[src/rtl/spi_master.sv]
// spi_master: mode-0 SPI frame transmitter. Sends one 16-bit frame
// {addr[6:0], rw, data[7:0]} MSB first per accepted start. On reads it
// captures the slave's reply byte from miso. Every sclk phase lasts
// CLKDIV clk cycles, so a slow input conditioner on the slave can resolve
// each edge. All pin-level outputs come straight from flops.

module spi_master #(
    parameter int CLKDIV = 8
) (
    input  logic       clk,
    input  logic       reset,
    input  logic       start,
    input  logic       rw,
    input  logic [6:0] addr,
    input  logic [7:0] wdata,
    input  logic       miso,
    output logic       busy,
    output logic       done,
    output logic [7:0] rdata,
    output logic       sclk,
    output logic       cs,
    output logic       mosi
);

    typedef enum logic [2:0] {
        IDLE,
        LOW,
        HIGH,
        HOLD,
        GAP,
        DONE
    } state_t;

    // $clog2(1) is 0, so a one-cycle divider still needs a 1-bit counter.
    localparam int             DW       = (CLKDIV > 1) ? $clog2(CLKDIV) : 1;
    localparam logic [DW-1:0]  DIV_LAST = DW'(CLKDIV - 1);

    state_t        state, state_n;
    logic [DW-1:0] div_cnt, div_cnt_n;
    logic [3:0]    bit_cnt, bit_cnt_n;
    logic [15:0]   frame, frame_n;
    logic          rw_q, rw_n;
    logic [7:0]    cap, cap_n;
    logic [7:0]    rdata_n;
    logic          phase_end;

    logic          busy_n, done_n, sclk_n, cs_n, mosi_n;

    assign phase_end = (div_cnt == DIV_LAST);

    // State, datapath and output registers; reset abandons any frame at once.
    always_ff @(posedge clk) begin
        // NOTE: every flop here is assigned with <= so all registers update
        // from the same pre-edge values; a blocking = would let later lines
        // see already-updated state and silently change the behaviour.
        if (reset) begin
            state   <= IDLE;
            div_cnt <= '0;
            bit_cnt <= '0;
            frame   <= '0;
            rw_q    <= 1'b0;
            cap     <= '0;
            rdata   <= '0;
            busy    <= 1'b0;
            done    <= 1'b0;
            sclk    <= 1'b0;
            cs      <= 1'b1;
            mosi    <= 1'b0;
        end else begin
            state   <= state_n;
            div_cnt <= div_cnt_n;
            bit_cnt <= bit_cnt_n;
            frame   <= frame_n;
            rw_q    <= rw_n;
            cap     <= cap_n;
            rdata   <= rdata_n;
            busy    <= busy_n;
            done    <= done_n;
            sclk    <= sclk_n;
            cs      <= cs_n;
            mosi    <= mosi_n;
        end
    end

    // Next state plus the counters, frame latch and read capture that move with it.
    always_comb begin
        // NOTE: each variable gets a default before the case so that paths
        // which do not mention it hold the register value instead of
        // inferring a latch.
        state_n   = state;
        bit_cnt_n = bit_cnt;
        frame_n   = frame;
        rw_n      = rw_q;
        cap_n     = cap;
        rdata_n   = rdata;

        case (state)
            IDLE, DONE: begin
                if (start) begin
                    state_n   = LOW;
                    bit_cnt_n = 4'd15;
                    frame_n   = {addr, rw, (rw ? 8'h00 : wdata)};
                    rw_n      = rw;
                end else begin
                    state_n = IDLE;
                end
            end
            LOW: begin
                if (phase_end) state_n = HIGH;
            end
            HIGH: begin
                // Data bits 7..0 are sampled at the end of their high phase.
                if (phase_end && (bit_cnt <= 4'd7)) cap_n = {cap[6:0], miso};
                if (phase_end) begin
                    if (bit_cnt == 4'd0) begin
                        state_n = HOLD;
                    end else begin
                        state_n   = LOW;
                        bit_cnt_n = bit_cnt - 1'b1;
                    end
                end
            end
            HOLD: begin
                if (phase_end) state_n = GAP;
            end
            GAP: begin
                if (phase_end) begin
                    state_n = DONE;
                    // rdata only follows read frames; writes leave it alone.
                    if (rw_q) rdata_n = cap;
                end
            end
            default: state_n = IDLE;
        endcase

        // The divider restarts on every state change and rests in IDLE.
        if ((state_n != state) || (state == IDLE)) begin
            div_cnt_n = '0;
        end else begin
            div_cnt_n = div_cnt + 1'b1;
        end
    end

    // Pin values decoded from the upcoming state so they land in flops.
    always_comb begin
        busy_n = (state_n == LOW) || (state_n == HIGH) ||
                 (state_n == HOLD) || (state_n == GAP);
        cs_n   = !((state_n == LOW) || (state_n == HIGH) || (state_n == HOLD));
        sclk_n = (state_n == HIGH);
        done_n = (state_n == DONE);
        // The bit index only steps on HIGH->LOW, so mosi moves with sclk falling.
        mosi_n = ((state_n == LOW) || (state_n == HIGH)) ? frame_n[bit_cnt_n] : 1'b0;
    end

endmodule

[config.mk]
export PLATFORM = sky130hd
export DESIGN_NAME = spi_master
export DESIGN_NICKNAME = d
export VERILOG_FILES = /design/src/rtl/spi_master.sv
export SDC_FILE = /design/constraint.sdc
export NUM_CORES = 1
export LEC_CHECK = 0
export ABC_AREA = 1
export ABC_CLOCK_PERIOD_IN_PS = 1600
export CAP_MARGIN = 0
export CORE_MARGIN = 2
export CORE_UTILIZATION = 37
export DETAILED_ROUTE_END_ITERATION = 8
export SYNTH_ARGS = -nofsm -noshare
export SYNTH_HDL_FRONTEND = slang
export SYNTH_SLANG_ARGS = --single-unit
[constraint.sdc]
create_clock -name clk -period 1.6 [get_ports clk]
set_clock_uncertainty 0.05 [all_clocks]
set_input_delay 0.4 -clock clk [delete_from_list [all_inputs] [get_ports clk]]
set_output_delay 0.4 -clock clk [all_outputs]
set_load 0.01 [all_outputs]
==> out/metrics.cfg <==
[floorplan]
ioPinCount = 33
rows = 29
die_area_um2 = 7061
coreArea_um2 = 6277
start_util_pct = 37.75
die_x_um = 84.03
die_h_um = 84.03

[critical_path]
r2r_end = mosi
cp-start-kind = flop
timing.rr.start = div_cnt[0]
cp.required_ns = 1.80
cp_data_arrival_time_ns = 1.95
worstSetupPathType = flop to flop
cp-end-kind = flop
cp_max_fo = 6
worstRegToRegCells = 9
reg2reg_setup_slack_ns = -0.15

[synthesis]
synthArstFlopShare_pct = 0
yosys.area_share.simple_pct = 33.16
synthXorXnorAreaFrac_pct = 0.7392
yosysUniqueCellTypes = 30
synthFlopType = dfxtp_1
synth_edf_count = 0
synth-adder-area-share_pct = 2.112
synth_warnings = 0
synth_area_leader_cell = dfxtp_1
netlist_instances = 346
syn_nets = 370
synth_mux_area_share_pct = 0
synth_top_family_by_area = simple AND/OR/NAND/NOR gates
synthTopCellsByArea = dfxtp_1 41%, nand2_1 11%, inv_1 8.4%, nor2_1 7.4%, nand3_1 7.0%
synth_seq_area_share_pct = 40.55
synth_seq_cells = 48
yosys-top-cells-count = 69 x nand2_1, 53 x inv_1, 48 x dfxtp_1
syn_area_per_cell_um2 = 6.849
synth_area_um2 = 2370
synth_top_area_share_pct = 40.55
synth-compound-area-share_pct = 11.67
synthMostInstantiatedCell = nand2_1

[min_path]
holdPathStages = 1
min-delay-start = div_cnt[0]
hold_end = div_cnt[0]
hold_path.class = flop to flop

[layout]
ff_latch_area_um2 = 967.2
areaGrowthSynthToFinish_pct = 46.52
layout-drive-gt1-share_pct = 25.06
nFillCells = 619
instances_no_fill = 500
final_nets = 446
multi_input_area_um2 = 1304
n_antenna_cell = 0

[pwr]
p_per_area_nw_per_um2 = 858.9
p_leak_uw = 0.001660
peakVddDrop_uv = 404.7

[global_routing]
antenna_found_initial = 0
grt_pass1_wl_um = 9839
grt_pass1_vias = 2260
globalRouteOverflowTotal = 0
grtUsageTotal_pct = 17.11
grt_max_degree = 21

[detailed_routing]
ant_nets = 0
drtIter0Drc = 86
drc = 0
dr_total_vias = 2354
first_pass_iters = 4
wl_per_cell_um = 12.03
vias_per_cell = 4.708
routed_wl_um = 6015

[sta]
rsz0062_at_grt = true
period_needed_ns = 1.750
period_share_pct = 109.4
slew_headroom_pct = 64.95
hold_viol = 0
setup_tns_ns = -0.2646
final_max_slew_viol_count = 0
holdWs_ns = 0.3871
fmaxAchievable_mhz = 571.4
finalSetupViolations = 7
worstMarginPinSlew_ns = 0.5252
setup_ws_ns = -0.1500

[flow_run]
drv_cap = 0

[clocking]
insertion_delay_ns = 0.30
clock-sinks = 48
htreeDepth = 2
cts.clk_slew.worst_paths_ns = 0.09
cts_made_buffers = 5
cts_buffer_depth = 2
cts_root_buf = clkbuf_8
tritoncts = built

[placement]
numPortBuffers = 32
gp_congestion = 0.9058
hpwl_um = 4215
dp_cells = 487

[outcome]
outcome = finished, violations left
violations = setup timing

## power by group
| group | switching [uW] | internal (uW) |
|---|---|---|
| clock | 420 | 781 |
| sequential | 18.3 | 1240 |
| combinational | 281 | 243 |
| total | 719 | 2260 |
## critical path: stages (launching register included)
cell and delay [ns]:
dfxtp_2 0.36, ha_4 0.16, ha_4 0.19, buf_6 0.13, nand4_1 0.09, xor2_1 0.16
o211ai_1 0.22, buf_4 0.16, nand3_2 0.07, a21oi_2 0.11
## timing repair
action / 4_1_cts / 5_1_grt
resized for setup: 26 / 43
setup buffers: 2 / 2
hold buffers: 0 / 0
pin swaps: 3 / 9
gates cloned: 0 / 1
endpoints found under the setup margin: 30 / 30
## state kept, by name, indices dropped and copies added (netlist names)
signal,flops
frame,16
cap,8
rdata,8
bit_cnt,4
div_cnt,3
state,3
busy,1
cs,1
done,1
mosi,1
rw_q,1
sclk,1
## layout make-up
| class | count | share of cell area (%) |
|---|---|---|
| repair buffers | 80 | 21.01 |
| multi-input cells | 230 | 37.55 |
| flip-flops and latches | 48 | 27.86 |
| clock buffers | 5 | 1.982 |
| inverters | 57 | 6.234 |
| well taps | 77 | 2.775 |
| clock inverters | 3 | 2.595 |
## how the worst max path moves through the flow
stage               startpoint         end  slack [ns]
finish              div_cnt[0]        mosi       -0.15
global route        div_cnt[0]        mosi       -0.25
CTS                 div_cnt[0]  div_cnt[0]       -0.13
detailed placement          rw        mosi       -0.48
global placement            rw        mosi       -0.45
floorplan           div_cnt[0]      cap[7]       -0.01
## cell usage in the layout (no fill, tap or decap), types with 4 or more instances in the layout
cell type	count
nand2_1	63
inv_1	49
nor2_1	43
dfxtp_1	43
buf_4	40
nand3_1	30
o21ai_0	19
clkdlybuf4s50_1	17
o21ai_1	13
a21oi_1	11
dlygate4sd2_1	11
inv_2	7
nand4_1	7
nand2_2	7
buf_6	6
dfxtp_2	5
clkbuf_8	5
nand2_4	4
nor2_4	4
a211oi_1	4
dlymetal6s2s_1	4
## stage by stage
| stage | total power (uW) | utilization, % | instance area, um2 | setup WS, ns |
|---|---|---|---|---|
| detailed placement | 1755 | 49.47 | 3105 | -0.4765 |
| CTS | 2965 | 52.82 | 3316 | -0.1312 |
| floorplan | 1550 | - | 2425 | -0.01223 |
| global route | 3120 | 55.31 | 3472 | -0.2482 |
| finish | 2982 | 55.31 | 3472 | -0.1500 |
| global placement | 1751 | 49.47 | 3105 | -0.4493 |
## cell families (layout without fill, tap and decap cells)
kind of cell | count (synthesis) | after routing
and+or+nand+nor | 172 | 172
buffers and inverters | 68 | 145
AOI/OAI and AO/OA | 52 | 52
DFF | 48 | 48
adders and majority gates | 4 | 4
xor gates and xnor gates | 2 | 2
## routing by layer
metal	wire length, um	vias to the layer above	GRT usage, %
li1	-	1249	-
met2	3000	33	28.64
met1	2728	1066	21.23
met3	203	6	4.253
met4	82	0	6.158
met5	0	-	0
No activity file was read; power rests on OpenSTA's default activity.
